==> src/rtl/demux_pkg.sv <==
// Shared constants, types and helpers for the buffered 1-to-4 demultiplexer.
package demux_pkg;

  localparam int NUM_LANES = 4;
  localparam int SEL_W     = 2;

  typedef logic [SEL_W-1:0]     lane_sel_t;
  typedef logic [NUM_LANES-1:0] lane_vec_t;

  // Round-robin advance; the pointer is exactly SEL_W bits wide, so 3 wraps to 0.
  function automatic lane_sel_t next_rr(input lane_sel_t ptr);
    return ptr + lane_sel_t'(1);
  endfunction

  function automatic lane_vec_t lane_onehot(input lane_sel_t sel);
    lane_vec_t vec;
    vec      = '0;
    vec[sel] = 1'b1;
    return vec;
  endfunction

endpackage

==> src/rtl/demux_lane.sv <==
// One-entry output buffer: a data register plus a full flag, loaded from the
// demux input and drained by the downstream handshake.
module demux_lane #(
  parameter int WIDTH = 8
) (
  input  logic             clk,
  input  logic             rst_n,
  input  logic             load,
  input  logic [WIDTH-1:0] load_data,
  input  logic             drain,
  output logic             full,
  output logic [WIDTH-1:0] data
);

  logic             full_q, full_d;
  logic [WIDTH-1:0] data_q, data_d;

  // A load wins over a drain, covering the same-edge drain-and-refill case.
  always_comb begin
    // NOTE: every always_comb output gets a default first so no path leaves it unassigned, which would infer a latch.
    full_d = full_q;
    data_d = data_q;
    if (load) begin
      full_d = 1'b1;
      data_d = load_data;
    end else if (drain) begin
      full_d = 1'b0;
    end
  end

  always_ff @(posedge clk or negedge rst_n) begin
    if (!rst_n) begin
      full_q <= 1'b0;
      // NOTE: the data register is reset too, because out_data must read zero while reset is held.
      data_q <= '0;
    end else begin
      // NOTE: state registers use non-blocking assignment so every flop samples pre-edge values.
      full_q <= full_d;
      data_q <= data_d;
    end
  end

  assign full = full_q;
  assign data = data_q;

endmodule

==> src/rtl/demultiplexer_1to4_buffered.sv <==
// Routes one input stream to four independently buffered output lanes, chosen
// either by in_select or by an internal round-robin pointer.
module demultiplexer_1to4_buffered
  import demux_pkg::*;
#(
  parameter int WIDTH = 8
) (
  input  logic                     clk,
  input  logic                     rst_n,
  input  logic [WIDTH-1:0]         in_data,
  input  logic [SEL_W-1:0]         in_select,
  input  logic                     in_auto,
  input  logic                     in_valid,
  output logic                     in_ready,
  output logic [NUM_LANES*WIDTH-1:0] out_data,
  output logic [NUM_LANES-1:0]     out_valid,
  input  logic [NUM_LANES-1:0]     out_ready,
  output logic [SEL_W-1:0]         rr_ptr
);

  lane_sel_t  rr_ptr_q, rr_ptr_d;
  lane_sel_t  dest;
  lane_vec_t  full_w;
  lane_vec_t  load_vec;
  lane_vec_t  drain_vec;
  logic       accept;
  logic [WIDTH-1:0] lane_data [NUM_LANES];

  assign dest = in_auto ? rr_ptr_q : in_select;

  // Gated by rst_n so upstream sees no readiness while reset is held.
  assign in_ready  = rst_n & (~full_w[dest] | out_ready[dest]);
  assign accept    = in_valid & in_ready;
  assign load_vec  = accept ? lane_onehot(dest) : '0;
  assign drain_vec = full_w & out_ready;

  always_comb begin
    rr_ptr_d = rr_ptr_q;
    if (accept && in_auto) begin
      rr_ptr_d = next_rr(rr_ptr_q);
    end
  end

  always_ff @(posedge clk or negedge rst_n) begin
    if (!rst_n) begin
      rr_ptr_q <= '0;
    end else begin
      rr_ptr_q <= rr_ptr_d;
    end
  end

  for (genvar k = 0; k < NUM_LANES; k++) begin : g_lane
    demux_lane #(
      .WIDTH(WIDTH)
    ) u_lane (
      .clk      (clk),
      .rst_n    (rst_n),
      .load     (load_vec[k]),
      .load_data(in_data),
      .drain    (drain_vec[k]),
      .full     (full_w[k]),
      .data     (lane_data[k])
    );
    assign out_data[k*WIDTH +: WIDTH] = lane_data[k];
  end

  assign out_valid = full_w;
  assign rr_ptr    = rr_ptr_q;

endmodule

==> config.mk <==
export PLATFORM = sky130hd
export DESIGN_NAME = demultiplexer_1to4_buffered
export DESIGN_NICKNAME = d
export VERILOG_FILES = /design/src/rtl/demux_pkg.sv /design/src/rtl/demux_lane.sv /design/src/rtl/demultiplexer_1to4_buffered.sv
export SDC_FILE = /design/constraint.sdc
export NUM_CORES = 1
export LEC_CHECK = 0
export CAP_MARGIN = 40
export CORE_ASPECT_RATIO = 2
export CORE_MARGIN = 10
export CORE_UTILIZATION = 45
export DETAILED_ROUTE_END_ITERATION = 12
export MAX_ROUTING_LAYER = met4
export PLACE_DENSITY = 0.8
export SLEW_MARGIN = 20
export SYNTH_ARGS = -nofsm -noshare
export SYNTH_HDL_FRONTEND = slang
export SYNTH_SLANG_ARGS = --single-unit
==> constraint.sdc <==
create_clock -name clk -period 2 [get_ports clk]
set_input_delay 0.4 -clock clk [delete_from_list [all_inputs] [get_ports clk]]
set_output_delay 0.4 -clock clk [all_outputs]
set_load 0.02 [all_outputs]
==> results of run 1 <==
==> layout make-up <==
cell class                 count  area, um^2
fill                         259        1120
sequential                    38         951
timing repair buffer          75         719
multi-input combinational     65         663
clock buffer                   6        82.6
tap                           49        61.3
clock inverter                 2        12.5
==> path summary, 6_finish.rpt <==
path,endpoint,slack (ns),cells after the start
min in group clk,g_lane[3].u_lane.full,0.51,3
min reg2reg,g_lane[3].u_lane.data[0],0.51,1
min,g_lane[1].u_lane.full,0.25,2
max in group asynchronous,g_lane[0].u_lane.data[6],1.40,2
max reg2reg,g_lane[0].u_lane.data[0],0.12,6
max,in_ready,0.07,5
==> cells by family after synthesis <==
logic type             share of synthesized area
buffers and inverters                     0.0317
AO/OA/AOI/OAI                             0.0339
multiplexers                               0.292
AND/OR/NAND/NOR                           0.0694
flip-flops                                 0.573
==> per-layer routing <==
layer,part of all wire,global-route usage,vias up,wire (um)
met1,0.34,0.131,609,1480
li1,-,-,534,-
met2,0.59,0.265,43,2570
met3,0.050,0.0350,8,221
met5,0,-,-,0
met4,0.025,0.0675,0,108
==> synthesized netlist by cell type <==
| cell type | instances | area (um^2) |
|---|---|---|
| buf_4 | 4 | 30.0 |
| o211ai_1 | 1 | 7.51 |
| nand3_1 | 2 | 10.0 |
| mux2_2 | 17 | 191 |
| nand2b_1 | 4 | 25.0 |
| mux2_4 | 16 | 240 |
| nand3_2 | 1 | 10.0 |
| nand2_1 | 6 | 22.5 |
| mux2i_4 | 1 | 22.5 |
| nor2_2 | 1 | 6.26 |
| buf_6 | 2 | 22.5 |
| mux2i_1 | 3 | 30.0 |
| and3_1 | 3 | 18.8 |
| dfrtp_1 | 38 | 951 |
| o22ai_1 | 1 | 6.26 |
| o21ai_0 | 4 | 20.0 |
| nor2_4 | 2 | 22.5 |
| o31ai_1 | 3 | 22.5 |
==> flip-flops by register name, summed over array words and instances, names as in the netlist <==
| name | count |
|---|---|
| g_lane.u_lane.full | 4 |
| rr_ptr | 2 |
| g_lane.u_lane.data | 32 |
==> stage by stage <==
step / util / setup TNS, ns / hold WS, ns / cell area, um^2 / cells
floorplan: - / 0 / 0.104 / 1660 / 109
global placement: 0.655 / -10.29 / 0.493 / 2360 / 223
detailed placement: 0.655 / -12.90 / 0.495 / 2360 / 223
CTS: 0.686 / 0 / 0.243 / 2470 / 234
global route: 0.690 / -0.00960 / 0.271 / 2490 / 235
finish: 0.690 / 0 / 0.250 / 2490 / 235
==> critical path: stages <==
cell	delay [ns]
clkdlybuf4s15_1	0.25
mux2i_4	0.32
mux2i_2	0.28
o22ai_1	0.11
buf_4	0.17
==> power by group <==
group / leakage, uW / internal (uW) / switching [uW] / total [uW]
registers: 0.000462 / 1120 / 221 / 1340
logic: 0.000575 / 1060 / 861 / 1930
clock network: 0.0000472 / 277 / 264 / 541
==> layout by cell type, fill, tap and decap left out, types with 2 or more instances in the layout <==
cell type and instances:
mux2i_2 2, and3_1 3, nand2b_1 4, mux2_2 17, buf_4 18, buf_12 2
mux2_4 16, clkdlybuf4s50_1 52, o31ai_1 3, nor2_4 2, nand2_1 6, dfrtp_1 38
nand3_1 2, o21ai_0 4, clkbuf_8 6
==> timing repair <==
item                                   in CTS  in global routing
cloned                                      0                  0
endpoints found under the hold margin       0                  0
gates resized for setup                     7                  3
buffers inserted                            3                  1
setup endpoints to repair                  33                  1
pin swaps                                   1                  2
==> impl_metrics.py, run 1 <==
metrics = {
    "setup_path": {
        "endpoint_kind": "output pin",
        "cp_max_fo": 3,
        "crit_type": "in2out",
        "start_kind": "input pin",
        "critPathLaunch": "in_auto",
        "reg2reg_from": "rr_ptr[1]",
        "crit_arrival_ns": 1.53,
        "critPathRequiredTime_ns": 1.60,
    },
    "route": {
        "drtIter0Drc": 49,
        "vias": 1194,
        "ant_nets": 0,
        "drt_pass1_iterations": 4,
        "drc_errors": 0,
        "via_per_inst": 5.08,
        "avgRoutedWirePerCell_um": 18.6,
        "drt_wl_total_mm": 4.38,
    },
    "global_route": {
        "antenna_found_initial": 0,
        "grt_first_pass_wirelength_mm": 7.30,
        "grt_max_degree": 41,
        "grt_use_total": 0.143,
        "grt_pass1_vias": 1355,
        "grt-ovfl-total": 0,
    },
    "synth": {
        "synth_nets": 127,
        "synth.lib_cells_used.distinct": 18,
        "yosysSeqAreaShare": 0.573,
        "syn-instance-count": 109,
        "avgSynthCellArea_um2": 15.2,
        "ys_seq_elements": 38,
        "synth_warnings": 0,
        "synth_area_mm2": 0.00166,
    },
    "clock_tree": {
        "cts_hold_buffers": 0,
        "path_clk_slew_ns": 0.08,
        "clockBufferDepth": 2,
        "clk_latency_ns": 0.29,
        "h-tree-depth": 2,
        "numCtsBuffers": 5,
        "cts_sinks": 38,
        "cts_root_buffer": "clkbuf_8",
        "tritoncts": "yes",
    },
    "die": {
        "initial_core_util": 0.460,
        "ios": 57,
        "core-area_mm2": 0.00361,
        "dieWidth_um": 62.9,
        "die_area_mm2": 0.00666,
        "rows": 31,
        "die_h_um": 106,
    },
    "placed_design": {
        "gp_congestion": 0.829,
        "hpwlAfterDp_mm": 3.42,
        "portBuffers": 56,
        "pre_cts_ws_ns": -0.644,
    },
    "timing": {
        "min_period_ns": 1.93,
        "fin_skew_ns": 0.00920,
        "setup_violations": 0,
        "period_share": 0.967,
        "worst_pin_slew_ns": 0.495,
        "fin_ws_ns": 0.0653,
        "clock.fmax_ghz": 0.517,
        "relSlewSlack": 0.670,
        "hold_viol": 0,
        "slew_viol_final": 0,
    },
    "power": {
        "p_leak_uw": 0.00108,
        "peakVddDrop_mv": 0.919,
        "power_density_mw_per_mm2": 1530,
        "power.total_uw": 3810,
    },
    "final_layout": {
        "final_nets": 203,
        "num_antenna_cells": 0,
        "layout-drive-gt1-share": 0.371,
        "syn_to_final_growth_pct": 50.1,
    },
    "flow_run": {
        "maxCapViolCount": 0,
    },
    "status": {
        "status": "completed",
    },
    "min_path": {
        "hold_path_class": "in2async",
    },
}
Note: power is estimated with default switching activity, not from simulation.
==> inputs of run 2 (changes only) <==
Settings changed: CORE_ASPECT_RATIO 2 to 1.4.
==> run 2 against run 1 <==
Non-clock buffer count decreased by 1. Worst hold slack got worse by 0.15 ns. Critical path depth unchanged. Sequential share of layout area increased by 0.72 points. Combinational power about the same. Global-route usage decreased by 0.75 points. Clock power decreased by 8.9%. Sequential cell count unchanged. First-iteration DRC count decreased by 18%. Fmax increased by 0.26%. Power decreased by 1.7%. Cell area decreased by 1.9%. Critical endpoint unchanged. Highest routed layer unchanged.
==> impl_metrics.py, run 2 (same netlist as run 1, synthesis figures left out) <==
metrics = {
    "status": {
        "status": "completed",
    },
    "final_layout": {
        "layout-drive-gt1-share": 0.359,
        "num_antenna_cells": 0,
        "largest_register_ffs": 32,
        "final_cell_mix": "clkdlybuf4s50_1, dfrtp_1, buf_4, mux2_2, mux2_4",
        "final_common_cell": "clkdlybuf4s50_1",
        "syn_to_final_growth_pct": 47.3,
        "final_nets": 202,
    },
    "clock_tree": {
        "h-tree-depth": 2,
        "clk_latency_ns": 0.29,
        "cts_root_buffer": "clkbuf_8",
        "numCtsBuffers": 5,
        "clockBufferDepth": 2,
        "tritoncts": "yes",
        "path_clk_slew_ns": 0.07,
        "cts_sinks": 38,
    },
    "setup_path": {
        "timing.rr.end": "g_lane[0].u_lane.data[2]",
        "crit_type": "in2out",
        "critPathTopFamily": "multiplexers",
        "endpoint_kind": "output pin",
        "start_kind": "input pin",
        "crit_arrival_ns": 1.53,
        "reg2regPathDepth": 6,
        "critPathRequiredTime_ns": 1.60,
        "crit_chain": "dlygate4sd2_1 -> mux2i_4 -> mux2i_2 -> o22ai_1 -> buf_4",
        "reg2reg_setup_slack_ns": 0.14,
        "cp_max_fo": 3,
        "critPathLaunch": "in_auto",
        "crit_slowest_cell": "mux2i_4",
        "worst-path-buf-inv": 2,
        "cpPeakStageDelay_ns": 0.32,
        "reg2reg_from": "rr_ptr[1]",
    },
    "route": {
        "drt_pass1_iterations": 4,
        "avgRoutedWirePerCell_um": 18.7,
        "via_per_inst": 5.12,
        "drtIter0Drc": 40,
        "ant_nets": 0,
        "drt_wl_total_mm": 4.23,
        "vias": 1156,
        "drc_errors": 0,
    },
    "die": {
        "die_area_mm2": 0.00655,
        "dieWidth_um": 71.3,
        "core-area_mm2": 0.00361,
        "initial_core_util": 0.459,
        "rows": 26,
        "ios": 57,
        "die_h_um": 91.8,
    },
    "power": {
        "p_leak_uw": 0.00108,
        "power.total_uw": 3750,
        "peakVddDrop_mv": 1.14,
        "power_density_mw_per_mm2": 1530,
    },
    "placed_design": {
        "pre_cts_ws_ns": -0.599,
        "portBuffers": 56,
        "hpwlAfterDp_mm": 3.25,
        "gp_congestion": 0.965,
    },
    "timing": {
        "min_period_ns": 1.93,
        "fin_ws_ns": 0.0704,
        "worst_pin_slew_ns": 0.297,
        "holdWs_ns": 0.104,
        "period_share": 0.965,
        "slew_viol_final": 0,
        "hold_viol": 0,
        "fin_tns_setup_ns": 0,
        "fin_skew_ns": 0.00506,
        "relSlewSlack": 0.801,
        "clock.fmax_ghz": 0.518,
        "setup_violations": 0,
        "rsz0062_at_grt": "false",
    },
    "global_route": {
        "grt_use_total": 0.135,
        "antenna_found_initial": 0,
        "grt_max_degree": 19,
        "grt_pass1_vias": 1351,
        "grt-ovfl-total": 0,
        "grt_first_pass_wirelength_mm": 7.00,
    },
    "flow_run": {
        "maxCapViolCount": 0,
    },
    "min_path": {
        "hold_path_class": "in2async",
    },
}
==> run 2: changes by cell type in the layout (fill, tap and decap cells not counted), sizes merged <==
| cell | previous run | this run |
|---|---|---|
| clkbuf | 6 | 5 |
| dlymetal6s2s | 0 | 1 |
| buf | 21 | 20 |
| clkdlybuf4s15 | 1 | 0 |
| clkinvlp | 1 | 0 |
| clkinv | 1 | 2 |
==> run 2: how the worst max path moves through the flow <==
stage / depth (start not counted) / slack (ns) / to
floorplan: 3 / 0.33 / in_ready
global placement: 5 / -0.52 / in_ready
detailed placement: 5 / -0.60 / in_ready
CTS: 5 / -0.009 / in_ready
global route: 7 / 0.02 / g_lane[0].u_lane.data[0]
finish: 5 / 0.07 / in_ready
==> run 2: layout make-up <==
class                      count  area, um^2
clock inverter                 2        10.0
clock buffer                   5        68.8
timing repair buffer          74         702
multi-input combinational     65         659
fill                         273        1170
sequential                    38         951
tap                           42        52.6
==> run 2: report_power, final <==
part	switching (uW)	internal (uW)
Sequential	220	1120
Clock	259	234
Combinational	855	1050
==> run 2: per-layer routing <==
layer / GRT usage / up-vias / part of all wire
li1: - / 529 / -
met1: 0.159 / 573 / 0.43
met2: 0.209 / 50 / 0.49
met3: 0.0561 / 4 / 0.080
met4: 0.0340 / 0 / 0.0069
met5: - / - / 0
==> run 2: per-stage QoR <==
step,utilization,area [um^2],cells
2_1_floorplan,-,1660,109
3_3_place_gp,0.647,2330,217
3_5_place_dp,0.647,2330,217
4_1_cts,0.670,2420,225
5_1_grt,0.677,2440,226
6_report,0.677,2440,226
==> run 2: timing repair <==
item	in CTS	in global routing
setup endpoints to repair	25	17
hold buffers	0	0
pin swaps	2	1
gates resized for setup	6	2
hold endpoints to repair	0	0
buffers inserted	1	1
